## src/rtl/cpu_pkg.sv

```systemverilog
// Shared constants and types for the 16-bit processor front end.
package cpu_pkg;
  localparam int ADDR_W  = 16;
  localparam int INSTR_W = 32;

  localparam int OP_MSB = 31;
  localparam int OP_LSB = 26;
  localparam int OP_W   = OP_MSB - OP_LSB + 1;

  localparam logic [ADDR_W-1:0] RESET_PC = 16'h0000;

  typedef enum logic [1:0] {
    ST_IDLE   = 2'd0,
    ST_FETCH  = 2'd1,
    ST_SQUASH = 2'd2
  } fetch_state_e;
endpackage

```

## src/rtl/fetch_skid_buf.sv

```systemverilog
// One-entry holding slot for a fetched word (plus its address) while the IR is stalled.
module fetch_skid_buf #(
  parameter int DATA_W = 32,
  parameter int ADDR_W = 16
) (
  input  logic              clk,
  input  logic              rst_n,
  input  logic              load,
  input  logic [DATA_W-1:0] load_data,
  input  logic [ADDR_W-1:0] load_addr,
  input  logic              unload,
  input  logic              flush,
  output logic              full,
  output logic [DATA_W-1:0] data,
  output logic [ADDR_W-1:0] addr
);
  always_ff @(posedge clk or negedge rst_n) begin
    if (!rst_n) begin
      full <= 1'b0;
      data <= '0;
      addr <= '0;
    end else if (flush) begin
      full <= 1'b0;
    end else if (load) begin
      full <= 1'b1;
      data <= load_data;
      addr <= load_addr;
    end else if (unload) begin
      full <= 1'b0;
    end
  end
endmodule

```

## src/rtl/fetch_unit.sv

```systemverilog
// Instruction fetch: PC, program-memory req/ack, IR with one-entry skid, redirect/squash.
module fetch_unit #(
  parameter int                ADDR_W   = cpu_pkg::ADDR_W,
  parameter int                INSTR_W  = cpu_pkg::INSTR_W,
  parameter logic [ADDR_W-1:0] RESET_PC = cpu_pkg::RESET_PC
) (
  input  logic                     clk,
  input  logic                     reset,
  input  logic [ADDR_W-1:0]        jmp_loc,
  input  logic                     pc_mux_sel,
  input  logic                     stall,
  output logic                     pm_req,
  output logic [ADDR_W-1:0]        pm_addr,
  input  logic                     pm_ack,
  input  logic [INSTR_W-1:0]       pm_rdata,
  output logic [INSTR_W-1:0]       instr,
  output logic                     instr_valid,
  output logic [ADDR_W-1:0]        current_address,
  output logic [cpu_pkg::OP_W-1:0] op,
  output logic [ADDR_W-1:0]        jmp_address_pm
);
  import cpu_pkg::*;

  fetch_state_e        state, state_nxt;
  logic [ADDR_W-1:0]   pc, sq_addr;
  logic                pend;
  logic                redirect, ir_free, accept;
  logic                skid_full, skid_load, skid_unload;
  logic [INSTR_W-1:0]  skid_data;
  logic [ADDR_W-1:0]   skid_addr;

  assign redirect = pc_mux_sel & ~stall;
  assign ir_free  = ~instr_valid | ~stall;

  // A held request (pend) must stay up regardless of skid or redirect.
  always_comb begin
    pm_req  = 1'b0;
    pm_addr = pc;
    case (state)
      ST_FETCH:  pm_req = pend | (~skid_full & ~redirect);
      ST_SQUASH: begin
        pm_req  = 1'b1;
        pm_addr = sq_addr;
      end
      default:   pm_req = 1'b0;
    endcase
  end

  assign accept      = pm_req & pm_ack & (state == ST_FETCH) & ~redirect;
  assign skid_load   = accept & ~ir_free;
  assign skid_unload = ir_free & skid_full & ~redirect;

  always_comb begin
    state_nxt = state;
    case (state)
      ST_IDLE:   state_nxt = ST_FETCH;
      ST_FETCH:  if (redirect & pm_req & ~pm_ack) state_nxt = ST_SQUASH;
      ST_SQUASH: if (pm_ack) state_nxt = ST_FETCH;
      default:   state_nxt = ST_IDLE;
    endcase
  end

  always_ff @(posedge clk or negedge reset) begin
    if (!reset) begin
      state   <= ST_IDLE;
      pc      <= RESET_PC;
      sq_addr <= RESET_PC;
      pend    <= 1'b0;
    end else begin
      state <= state_nxt;
      pend  <= pm_req & ~pm_ack;
      // Tracks pc until the squash starts, then freezes the stale address.
      if (state != ST_SQUASH) sq_addr <= pc;
      if (redirect)    pc <= jmp_loc;
      else if (accept) pc <= pc + ADDR_W'(1);
    end
  end

  always_ff @(posedge clk or negedge reset) begin
    if (!reset) begin
      instr           <= '0;
      instr_valid     <= 1'b0;
      current_address <= '0;
    end else if (redirect) begin
      instr_valid <= 1'b0;
    end else if (ir_free) begin
      if (skid_full) begin
        instr           <= skid_data;
        current_address <= skid_addr;
        instr_valid     <= 1'b1;
      end else if (accept) begin
        instr           <= pm_rdata;
        current_address <= pm_addr;
        instr_valid     <= 1'b1;
      end else begin
        instr_valid <= 1'b0;
      end
    end
  end

  fetch_skid_buf #(.DATA_W(INSTR_W), .ADDR_W(ADDR_W)) u_skid (
    .clk       (clk),
    .rst_n     (reset),
    .load      (skid_load),
    .load_data (pm_rdata),
    .load_addr (pm_addr),
    .unload    (skid_unload),
    .flush     (redirect),
    .full      (skid_full),
    .data      (skid_data),
    .addr      (skid_addr)
  );

  assign op             = instr[OP_MSB:OP_LSB];
  assign jmp_address_pm = instr[ADDR_W-1:0];
endmodule

```

## config.mk

```make
export PLATFORM = sky130hd
export DESIGN_NAME = fetch_unit
export DESIGN_NICKNAME = d
export VERILOG_FILES = /design/src/rtl/cpu_pkg.sv /design/src/rtl/fetch_skid_buf.sv /design/src/rtl/fetch_unit.sv
export SDC_FILE = /design/constraint.sdc
export NUM_CORES = 1
export LEC_CHECK = 0
export ABC_AREA = 1
export ABC_CLOCK_PERIOD_IN_PS = 3950
export BUFFER_PORTS_ARGS = -buffer_cell sky130_fd_sc_hd__buf_2
export CELL_PAD_IN_SITES_DETAIL_PLACEMENT = 0
export CELL_PAD_IN_SITES_GLOBAL_PLACEMENT = 1
export CORE_MARGIN = 2
export CORE_UTILIZATION = 43
export CTS_CLUSTER_DIAMETER = 80
export DETAILED_ROUTE_END_ITERATION = 8
export PLACE_DENSITY_LB_ADDON = 0.1
export RECOVER_POWER = 25
export SYNTH_ARGS = -nofsm -noshare
export SYNTH_HDL_FRONTEND = slang
export SYNTH_SLANG_ARGS = --single-unit
```

## constraint.sdc

```tcl
create_clock -name clk -period 3.95 [get_ports clk]
set_clock_uncertainty 0.2 [all_clocks]
set_input_delay 0.395 -clock clk [delete_from_list [all_inputs] [get_ports clk]]
set_output_delay 0.395 -clock clk [all_outputs]
set_load 0.02 [all_outputs]
```

=== Word level (Yosys, flattened, before mapping) ===
Cells that the tools add are included.

* Register bits: 133
* Bits of input ports: 53
* Output and inout port bits: 88
* Logic and storage cells: 61

* $add $sub $neg: 1
* Eq/ne operators: 5
* Muxes and demuxes: 18
* Bitwise logic cells: 19
* Reduce and logical (&&, ||, !) cells: 8

{| class="wikitable"
|+ Operators with widths
! operator !! number
|-
| 16-bit two-way mux || 5
|-
| 32-bit two-way mux || 2
|-
| 16-bit by 1-bit adder with 16-bit output, second input constant || 1
|-
| 1-bit AND || 11
|-
| 1-bit two-way mux || 7
|-
| 1-bit NOT || 6
|-
| 2-bit one-hot mux with 3 select lines || 1
|-
| 2-bit nonzero test || 3
|-
| 2-bit two-way mux || 2
|-
| 2-bit inequality test, second input constant || 2
|-
| 2-bit AND reduction || 2
|-
| 3-bit AND reduction || 1
|-
| 3-bit nonzero test || 1
|-
| 2-bit by 1-bit == test with 1-bit output, second input constant || 1
|-
| 2-bit == test, second input constant || 1
|-
| 2-bit zero test || 1
|-
| 2-bit by 1-bit inequality test with 1-bit output, second input constant || 1
|-
| 1-bit bitwise OR || 2
|-
| 1-bit one-hot mux with 2 select lines || 1
|}

=== Logic depth before layout (Yosys ltp) ===
* Depth in word-level cells: 13
* Mapped depth: 13
* Gate-level depth less buffers: 12

=== Hierarchy ===
From an unflattened synthesis, not the netlist that was laid out.

* Cells, all modules: 843
* Area, all modules: 6465.0 µm²

{| class="wikitable"
|+ Modules (own cells, without submodules)
! module !! instances !! cells an instance !! area each (µm²) !! seq. area each (µm²)
|-
| fetch_unit || 1 || 630 || 4544.4 || 2102.0
|-
| fetch_skid_buf || 1 || 213 || 1920.6 || 1226.2
|}

=== Worst setup path before layout ===
No wires, ideal clock.

* Path kind: reg2reg
* From: reg state[0]
* To: reg current_address[14]
* Setup time: 0.067 ns
* Arrival time: 1.961 ns
* Data required time: 3.683 ns
* Slack: 1.723 ns
* Stages on the path, launching flop included: 10
* Buffers on the path: 2
* Clock period less this slack: 2.227 ns
* Path through: dfrtp_1 inv_1 ha_1 clkbuf_1 clkbuf_1 o21ai_0 nand2_1 nand2_1 nand4_1 nand2_1

* Elaborated cells between the ends (all ways): 11
* Classes of those cells: 2 x eq/ne; 4 x mux; 3 x bitwise; 2 x reduce/logical

{| class="wikitable"
|+ RTL lines
! item !! RTL line !! source
|-
| start, declared || fetch_unit.sv:24 || <nowiki>fetch_state_e state, state_nxt;</nowiki>
|-
| start signal, assigned || fetch_unit.sv:70 || <nowiki>state <= state_nxt;</nowiki>
|-
| 2-bit == test || fetch_unit.sv:39 || <nowiki>case (state)</nowiki>
|-
| 16-bit two-way mux || fetch_unit.sv:39 ||
|-
| named net pm_addr[14] || fetch_unit.sv:13 || <nowiki>output logic [ADDR_W-1:0] pm_addr,</nowiki>
|-
| 16-bit two-way mux || fetch_unit.sv:91 || <nowiki>end else if (accept) begin</nowiki>
|-
| 16-bit two-way mux || fetch_unit.sv:87 || <nowiki>if (skid_full) begin</nowiki>
|-
| end signal, assigned || fetch_unit.sv:89 || <nowiki>current_address <= skid_addr;</nowiki>
|-
| end signal, assigned || fetch_unit.sv:93 || <nowiki>current_address <= pm_addr;</nowiki>
|-
| end, declared || fetch_unit.sv:18 || <nowiki>output logic [ADDR_W-1:0] current_address,</nowiki>
|}

The timed path passes the listed nets, and every way through them passes these cells. The select of a mux whose other input is x is not followed.
A chain may end at the register's enable or synchronous reset.

=== Worst setup path after layout ===
* From: reg state[0]
* To: out pm_addr[6]

* Longest elaborated chain between the ends: 2

{| class="wikitable"
|+ RTL lines
! item !! RTL line
|-
| 2-bit == test || fetch_unit.sv:39
|-
| 16-bit two-way mux || fetch_unit.sv:39
|-
| end, declared || fetch_unit.sv:13
|}

Every way passes these cells.

==> results_dict.tcl <==
set metrics [dict create \
    status "finished, final reports clean" \
    drc_errors 0 \
    grt_pass1_wl_um 29700 \
    p_sw_mw 2.11 \
    drive_above_1_share 0.140 \
    place_area_mm2 0.00714 \
    crit_family "buffers and inverters" \
    syn-instance-count 845 \
    slew_headroom 0.317 \
    synthesis.area_mm2 0.00651 \
    worstMarginPinSlew_ps 1020 \
    cts_buffers 17 \
    fin_ws_ps 960 \
    htree_levels 4 \
    pre_cts_ws_ps 1320 \
    critPathMaxStageDelay_ps 550 \
    rsz0062_at_grt "false" \
    fp.dieH_um 127 \
    worst-path-buf-inv 3 \
    drt_iter0_markers 470 \
    drt-pass1-iter-count 5 \
    end_kind "output pin" \
    power_frac_comb 0.325 \
    power.share.clock 0.287 \
    cts_max_path_buffers 2 \
    power_frac_seq 0.387 \
    cp-startpoint "state[0]$_DFFE_PN0P_" \
    wl_met1_um 8450 \
    r2r-end "u_skid.data[20]$_DFFE_PN0P_" \
    grt_use_total 0.231 \
    yosysWarnings 0 \
    path_cells "inv_1, ha_1, buf_4, o21ai_0, buf_2" \
    ant_nets 0 \
    crit_end "pm_addr[6]" \
    synth_cell_types 22 \
    crit_cells 5 \
    ios 141 \
    root_buffer "clkbuf_16" \
    antenna_found_initial 1 \
    die_w_um 127 \
    critPathMaxFanout 20 \
    wirelength_um 18000 \
    syn_avg_cell_area_um2 7.70 \
    multiInputGateArea_mm2 0.00268 \
    reg2reg_depth 9 \
    port-buffer-count 140 \
    final_area_mm2 0.00777 \
    vias_per_cell 5.20 \
    setup_viol 0 \
    reg2reg_slack_ps 1300 \
    start_kind "flip-flop" \
    fin_nets 1012 \
    hpwlAfterDp_um 11000 \
    wl_met3_um 966 \
    ys_seq_area_frac 0.511 \
    vdd_ir_drop_max_uv 343 \
    sw_frac_of_total 0.397 \
    hold_depth 3 \
    place_congestion 0.905 \
    crit_type "reg2out" \
    grt_pass1_vias 5724 \
    p_int_mw 3.20 \
    max_freq_mhz 334 \
    timing.rr.start "state[0]$_DFFE_PN0P_" \
    wl_per_cell_um 15.7 \
    fillers 1473 \
    crit_slowest_cell "o21ai_0" \
    grt_overflow_total 0 \
    post-cts-setup-buffer-count 0 \
    area_growth_pct 19.3 \
    dr_total_vias 5981 \
    antenna_cells 0 \
    cellPowerDensity_mw_per_mm2 684 \
    timing.final.max_slew_violations 0 \
    min_period_ps 2990 \
    wl_met2_um 8330 \
    hold_class "in2reg" \
    ys_seq_elements 133 \
    initial_core_util 0.444 \
    syn_nets 903 \
    cts_num_sinks 133 \
    fp.dieArea_mm2 0.0161 \
    cts_tree "yes" \
    fin_crit_sh 0.757 \
    worstPathArrival_ps 2400 \
    hold_slack_ps 15.2 \
    fp-row-count 44 \
    hold_violations 0 \
    highest_layer "met5" \
    finalSetupTns_ps 0 \
    worst-endpoint-required_ps 3360 \
    clkTransAtPathRegs_ps 60 \
    grt_max_degree 100 \
    regArea_mm2 0.00333 \
    p_leak_nw 4.20 \
    drv_cap 0 \
    clock_latency_ps 420 \
    core_mm2 0.0146 \
]
-- cell usage in the layout, fill, tap and decap left out --
master / synthesis / final
nand2_1: 426 / 423
inv_2: 2 / 3
xor2_1: 12 / 12
clkbuf_1: 36 / 60
inv_1: 28 / 27
nand3_4: 1 / 1
nor3_1: 7 / 7
clkbuf_16: 0 / 17
clkinv_1: 1 / 1
buf_4: 22 / 11
nor2_4: 1 / 1
nand2_4: 1 / 1
o21ai_0: 18 / 18
buf_6: 3 / 1
buf_2: 12 / 80
dlygate4sd3_1: 0 / 13
a21oi_1: 4 / 4
nand3_2: 0 / 1
nand4_1: 51 / 51
bufinv_16: 0 / 2
nor2_1: 9 / 9
dfrtp_1: 133 / 132
nand3_1: 71 / 70
nand2_2: 1 / 4
ha_1: 5 / 5
clkinv_2: 0 / 10
dfrtp_2: 0 / 1
clkbuf_8: 0 / 2
-- worst register-to-register path: cells and delay by family (launching register included) --
kind,cells,cell delay (ps)
and+or+nand+nor,6,1270
adders and majority gates,1,460
DFF,1,420
buffers and inverters,2,200
-- final cells by class --
class                           count  area share
Clock buffer                       20      0.0588
Clock inverter                     12      0.0142
Inverter                           31      0.0150
Multi-Input combinational cell    607       0.345
Sequential cell                   133       0.429
Tap cell                          184      0.0296
Timing Repair Buffer              164       0.109
-- timing repair --
action | CTS | global route
hold buffers | 13 | 0
hold endpoints to repair | 109 | 0
gates resized for setup | 0 | 0
-- kinds of logic (layout without fill, tap and decap cells) --
| kind of cell | count (synthesis) | count (layout) | share of synthesized area |
|---|---|---|---|
| buffers and inverters | 105 | 227 | 0.0790 |
| and+or+nand+nor | 568 | 568 | 0.367 |
| adders and majority gates | 5 | 5 | 0.00961 |
| AOI/OAI and AO/OA | 22 | 22 | 0.0169 |
| xor gates and xnor gates | 12 | 12 | 0.0161 |
| DFF | 133 | 133 | 0.511 |
-- power by group through the flow --
stage	Sequential (mW)	Combinational (mW)	Clock, mW
global route	2.11	1.91	1.62
detailed placement	2.07	1.81	0
floorplan	2.31	1.03	0
CTS	2.05	1.82	1.56
global placement	2.05	1.80	0
finish	2.06	1.73	1.53
-- routing by layer --
metal  global-route usage  vias up
li1                     -     2887
met1                0.325     2878
met2                0.358      193
met3               0.0511       21
met4               0.0737        2
met5                    0        -
-- state kept, by name, indices dropped and copies added (netlist names) --
register         flops
instr               32
u_skid.data         32
current_address     16
pc                  16
sq_addr             16
u_skid.addr         16
state                2
instr_valid          1
pend                 1
u_skid.full          1
-- cells in the mapped netlist --
cell | number | share of area
a21oi_1 | 4 | 0.0031
buf_1 | 1 | 0.00058
buf_2 | 12 | 0.0092
buf_4 | 22 | 0.025
buf_6 | 3 | 0.0052
clkbuf_1 | 36 | 0.021
clkinv_1 | 1 | 0.00058
dfrtp_1 | 133 | 0.51
ha_1 | 5 | 0.0096
inv_1 | 28 | 0.016
inv_2 | 2 | 0.0012
nand2_1 | 426 | 0.25
nand2_2 | 1 | 0.00096
nand2_4 | 1 | 0.0017
nand3_1 | 71 | 0.055
nand3_4 | 1 | 0.0027
nand4_1 | 51 | 0.049
nor2_1 | 9 | 0.0052
nor2_4 | 1 | 0.0017
nor3_1 | 7 | 0.0054
o21ai_0 | 18 | 0.014
xor2_1 | 12 | 0.016
-- how the worst min path moves through the flow --
stage,end,from,slack (ps)
floorplan,current_address[0]$_DFFE_PN0P_,reset,-100
global placement,instr[21]$_DFFE_PN0P_,instr[21]$_DFFE_PN0P_,250
detailed placement,instr[22]$_DFFE_PN0P_,instr[22]$_DFFE_PN0P_,250
CTS,pc[15]$_DFFE_PN0P_,jmp_loc[15],4
global route,pc[14]$_DFFE_PN0P_,jmp_loc[14],10
finish,pc[15]$_DFFE_PN0P_,jmp_loc[15],20
-- metrics by stage --
step,total power [mW],utilization,instances
2_1_floorplan,3.34,-,845
3_3_place_gp,3.84,0.488,1106
3_5_place_dp,3.87,0.488,1106
4_1_cts,5.44,0.535,1151
5_1_grt,5.65,0.530,1151
6_report,5.31,0.530,1151
Note: power is estimated with default switching activity, not from simulation.
